<file path="src/rtl/fetch_stage.sv">
// Instruction-fetch stage: PC, IF/ID register, stall/redirect handling and B #0 halt detection.
// Optional FETCH_STATS_EN adds saturating fetch/bubble counters.
module fetch_stage #(
    parameter logic [63:0] RESET_PC     = 64'd0,
    parameter logic [31:0] BUBBLE_INSTR = 32'h0000_0000,
    parameter logic [31:0] HALT_INSTR   = 32'h1400_0000
) (
    input  logic        clk,
    input  logic        reset,
    input  logic        stall,
    input  logic        redirect,
    input  logic [63:0] redirect_pc,
    output logic [63:0] imem_addr,
    input  logic [31:0] imem_instr,
    output logic [63:0] if_id_pc,
    output logic [31:0] if_id_instr,
    output logic        if_id_valid,
    output logic        halted,
    output logic        misaligned
`ifdef FETCH_STATS_EN
    ,
    output logic [31:0] fetch_count,
    output logic [31:0] bubble_count
`endif
);

    typedef enum logic {RUN, HALTED} state_t;

    state_t      state;
    logic [63:0] pc;

    assign imem_addr = pc;
    assign halted    = (state == HALTED);

`ifdef FETCH_STATS_EN
    function automatic logic [31:0] sat_inc(input logic [31:0] v);
        return (v == 32'hFFFF_FFFF) ? v : v + 32'd1;
    endfunction
`endif

    always_ff @(posedge clk) begin
        if (reset) begin
            pc          <= RESET_PC;
            if_id_pc    <= 64'd0;
            if_id_instr <= BUBBLE_INSTR;
            if_id_valid <= 1'b0;
            misaligned  <= 1'b0;
            state       <= RUN;
`ifdef FETCH_STATS_EN
            fetch_count  <= 32'd0;
            bubble_count <= 32'd0;
`endif
        end else if (redirect) begin
            // Redirect beats stall and is the only way out of HALTED.
            pc          <= {redirect_pc[63:2], 2'b00};
            if_id_instr <= BUBBLE_INSTR;
            if_id_valid <= 1'b0;
            if (redirect_pc[1:0] != 2'b00)
                misaligned <= 1'b1;
            state       <= RUN;
`ifdef FETCH_STATS_EN
            bubble_count <= sat_inc(bubble_count);
`endif
        end else if (!stall) begin
            if (state == RUN) begin
                if_id_pc    <= pc;
                if_id_instr <= imem_instr;
                if_id_valid <= 1'b1;
                // The halt word is latched but the PC parks on it.
                if (imem_instr == HALT_INSTR)
                    state <= HALTED;
                else
                    pc <= pc + 64'd4;
`ifdef FETCH_STATS_EN
                fetch_count <= sat_inc(fetch_count);
`endif
            end else begin
                if_id_instr <= BUBBLE_INSTR;
                if_id_valid <= 1'b0;
`ifdef FETCH_STATS_EN
                bubble_count <= sat_inc(bubble_count);
`endif
            end
        end
    end

endmodule

</file>
<file path="config.mk">
export PLATFORM = sky130hd
export DESIGN_NAME = fetch_stage
export DESIGN_NICKNAME = d
export VERILOG_FILES = /design/src/rtl/fetch_stage.sv
export SDC_FILE = /design/constraint.sdc
export NUM_CORES = 1
export LEC_CHECK = 0
export ABC_AREA = 1
export CAP_MARGIN = 30
export CORE_MARGIN = 2
export CORE_UTILIZATION = 30
export CTS_CLUSTER_SIZE = 40
export DETAILED_ROUTE_END_ITERATION = 12
export GPL_TIMING_DRIVEN = 0
export SLEW_MARGIN = 25
export SYNTH_ARGS = -nofsm -noshare
export SYNTH_HDL_FRONTEND = slang
export SYNTH_SLANG_ARGS = --single-unit
export TNS_END_PERCENT = 50
</file>
<file path="constraint.sdc">
create_clock -name clk -period 1.5 [get_ports clk]
set_input_delay 0.3 -clock clk [delete_from_list [all_inputs] [get_ports clk]]
set_output_delay 0.3 -clock clk [all_outputs]
set_load 0.01 [all_outputs]
</file>
==> reports/summary.txt <==
Die outline area = 0.0294 mm2
Synthesis-to-finish area growth = 64.8%
Internal cell power = 7.82 mW
Hold Path Stages = 3
Count of cells along the worst register-to-register path = 10
Number of clock sinks = 159
Violations in the final reports = negative setup slack
Routability-driven placement congestion ratio = 0.938
Setup repair after global routing missed its margin = yes
Count of cell instances traversed by the critical path = 10
# IOs = 263
Worst-path cell with the longest stage delay = sky130_fd_sc_hd__dfxtp_4
Final worst path period need = 1770 ps
Number of global-route vias before repair = 9638
Hold violation total from the final report = 0
Yosys warning total = 0
Number of antenna repair diodes = 0
Part of the cycle the worst path needs = 118%
Pin count of the biggest net entering global routing = 17
Instance count after placement with tap cells included = 1934
Total power of the final layout = 11.4 mW
Initial antenna violation count = 0
Register share of total power = 42.3%
Share of cells above drive strength 1 = 27.5%
Max capacitance violation total = 0
Bufs on Longest Clock Path = 2
Max Slew Vio Count = 0
CTS root buffer = sky130_fd_sc_hd__clkbuf_16
Final worst clock skew = 12.5 ps
Area post-placement = 0.0115 mm2
Part of the total power dissipated in combinational logic = 19.0%
Synthesized area per cell = 6.49 um2
Clock buffers created by TritonCTS = 17
Netlist area before placement = 0.00842 mm2
Clk Latency, worst-skew pair = 440 ps
Worst path setup slack after routing = -266 ps
Post-synth top cells = sky130_fd_sc_hd__nand2_1 (330), sky130_fd_sc_hd__nor2_1 (232), sky130_fd_sc_hd__a21oi_1 (160)
Portion of the post-synthesis area used by sequential elements = 37.8%
Switching power = 3.58 mW
Detailed placement HPWL = 29200 um
Yosys top cell by area = sky130_fd_sc_hd__dfxtp_1
Post-Route WL = 39700 um
CP Data Required Time = 1860 ps
Number of standard cells after synthesis = 1298
Yosys cell types = 34
Max Clock Freq = 566 MHz
Worst-margin pin slew = 876 ps
Number of buffers inserted by hold repair at cts = 0
Layout Cells excl Fill = 2055
Routed Antenna Nets = 0
Crit Path Max Fanout = 4
Result of the run = complete, but fails checks
Flop-to-flop setup slack = -270 ps
Sequence of cells on the critical path = ha_4 -> nand2_4 -> nor2_4 -> nand3b_1 -> nor2_4 -> buf_12 -> nand3_1 -> nand3_2 -> nand2_2 -> a21oi_2
Synth Register Bits = 159
Worst EP arrival = 2130 ps
Path type of the worst min-delay path = in2reg
Drt drc = 0
PwrDens = 821 mW/mm2
GR Util All Layers = 26.3%
Tightest slew margin relative to the limit = 41.6%
Sort of element at the end of the critical path = flop
Overall die width = 172 um
Layout net count = 1766
CTS clock-pin slew for the worst setup and hold paths = 70 ps
Wire length of the first global-routing pass = 57800 um
Setup tns final = -7930 ps
Delay of the slowest cell on the worst path = 400 ps
Fraction of synthesis flops using an asynchronous set or reset pin = 0%
Floorplan Core Area = 0.0277 mm2
WS Path Type = reg2reg
Worst slack at placement = -1010 ps
Iteration count of the initial detailed-routing pass = 6
Routed vias/inst = 4.95
Most common flop cell mapped by yosys = sky130_fd_sc_hd__dfxtp_1
Sw Ratio = 31.4%
Max H-tree Level = 4
Top cells by area in the synthesized netlist = sky130_fd_sc_hd__dfxtp_1 (38%), sky130_fd_sc_hd__nand2_1 (15%), sky130_fd_sc_hd__nor2_1 (10%)
Number of synthesized flops with an enable pin = 0
Clock tree from TritonCTS = done
Buffers added on ports = 255
Cell family with most CP delay = simple AND/OR/NAND/NOR gates
Peak supply drop = 0.703 mV
Initial cell density of the core = 30.4%
Wire length per cell after detailed routing = 19.3 um
Worst path buffer plus inverter count = 1
Number of core rows = 61
Clock share of power = 38.7%
Portion of synthesized cell area occupied by the leading cell type = 37.8%
Cell type with the highest occurrence count on the critical path = sky130_fd_sc_hd__nor2_4
Number of filler cells placed in the layout = 2819
Total via count after detailed routing = 10.2k
Global route overflow = 0
Initial detailed-routing violation count = 839
Setup violators final = 52
Total leakage power = 6.25 nW
Die Y = 172 um
Most used standard cell by instance count after synthesis = sky130_fd_sc_hd__nand2_1
Design area = 0.0139 mm2
Type of origin of the critical path = flop
## metrics by stage
step	hold WS, ps	utilization [%]
finish	98.2	50.1
global route	91.6	50.1
CTS	202	47.6
detailed placement	442	41.4
global placement	440	41.4
floorplan	444	-
## power by group through the flow
stage	logic (mW)	clock network [mW]	registers, mW
finish	2.17	4.41	4.82
global route	2.37	4.66	4.85
CTS	2.02	4.49	4.81
detailed placement	2.04	0	4.90
global placement	2.03	0	4.90
floorplan	0.807	0	4.92
## per-layer routing
layer / vias up / wire length, um / share of wire, % / GRT usage (%)
met5: - / 0 / 0 / 0
met3: 40 / 3160 / 8.0 / 6.33
met2: 392 / 18200 / 46 / 41.5
li1: 4912 / - / - / -
met4: 0 / 799 / 2.0 / 8.03
met1: 4833 / 17600 / 44 / 35.3
## cell usage in the layout (no fill, tap or decap), types with 9 or more instances in the layout
cell                              count
sky130_fd_sc_hd__nand4_1              9
sky130_fd_sc_hd__o21ai_0             86
sky130_fd_sc_hd__dfxtp_4             37
sky130_fd_sc_hd__buf_2               11
sky130_fd_sc_hd__dfxtp_2             26
sky130_fd_sc_hd__nand2_1            272
sky130_fd_sc_hd__o21ai_2              9
sky130_fd_sc_hd__nor2_2              27
sky130_fd_sc_hd__clkdlybuf4s15_1     16
sky130_fd_sc_hd__a21oi_1            151
sky130_fd_sc_hd__dfxtp_1             96
sky130_fd_sc_hd__nand2_4             27
sky130_fd_sc_hd__nor2_4              49
sky130_fd_sc_hd__dlygate4sd2_1      159
sky130_fd_sc_hd__nand3_1             34
sky130_fd_sc_hd__clkbuf_2            26
sky130_fd_sc_hd__nor2_1             175
sky130_fd_sc_hd__nand2_2             50
sky130_fd_sc_hd__inv_1               65
sky130_fd_sc_hd__a21oi_2              9
sky130_fd_sc_hd__clkbuf_16           18
sky130_fd_sc_hd__clkdlybuf4s50_1     64
sky130_fd_sc_hd__buf_6               31
sky130_fd_sc_hd__buf_4               65
sky130_fd_sc_hd__buf_12               9
sky130_fd_sc_hd__xor2_1              11
sky130_fd_sc_hd__nand3_2             19
sky130_fd_sc_hd__o21ai_1             18
sky130_fd_sc_hd__clkbuf_1            22
## worst reg2reg max path: stages (launching register included)
cell and delay (ps):
sky130_fd_sc_hd__dfxtp_4 400, sky130_fd_sc_hd__ha_4 170, sky130_fd_sc_hd__nand2_4 50, sky130_fd_sc_hd__nor2_4 100
sky130_fd_sc_hd__nand3b_1 240, sky130_fd_sc_hd__nor2_4 230, sky130_fd_sc_hd__buf_12 130, sky130_fd_sc_hd__nand3_1 90
sky130_fd_sc_hd__nand3_2 100, sky130_fd_sc_hd__nand2_2 60, sky130_fd_sc_hd__a21oi_2 130
## cell type report
cell class | count | area [um2] | area share, %
multi-input combinational | 997 | 5520 | 39.8
sequential | 159 | 3350 | 24.2
buffer | 68 | 432 | 3.11
inverter | 76 | 295 | 2.13
timing repair buffer | 346 | 3220 | 23.2
tap | 378 | 473 | 3.41
clock buffer | 17 | 425 | 3.07
clock inverter | 14 | 154 | 1.11
## cells by family (layout without fill, tap and decap cells)
family                     after synthesis  in the layout  share of synthesized area [%]
buffers and inverters                  145            521                           7.29
DFF                                    159            159                           37.8
and+or+nand+nor                        683            683                           34.7
other                                    1              4                         0.0445
muxes                                    7              7                          0.832
xor gates and xnor gates                19             19                           1.98
adders and majority gates                1              1                          0.149
AOI/OAI and AO/OA                      283            283                           17.2
## state kept, by name (all words and copies together), names as in the netlist
| name | flops |
|---|---|
| if_id_valid | 1 |
| imem_addr | 62 |
| if_id_pc | 62 |
| if_id_instr | 32 |
| misaligned | 1 |
| halted | 1 |
## what timing repair did
action / in CTS / in global routing
buffers inserted: 59 / 30
endpoints found under the hold margin: 0 / 0
gates cloned: 3 / 1
endpoints found under the setup margin: 283 / 128
resized for setup: 495 / 184
pin swaps: 109 / 90
## worst paths after layout
kind                                   from                          end
hold reg to reg     misaligned$_SDFFE_PP0P_      misaligned$_SDFFE_PP0P_
hold / removal                imem_instr[4]  if_id_instr[4]$_SDFFE_PP0N_
setup / recovery  imem_addr[2]$_SDFFE_PP0P_   imem_addr[44]$_SDFFE_PP0P_
setup reg to reg  imem_addr[2]$_SDFFE_PP0P_   imem_addr[44]$_SDFFE_PP0P_
Note: power is estimated with default switching activity, not from simulation.
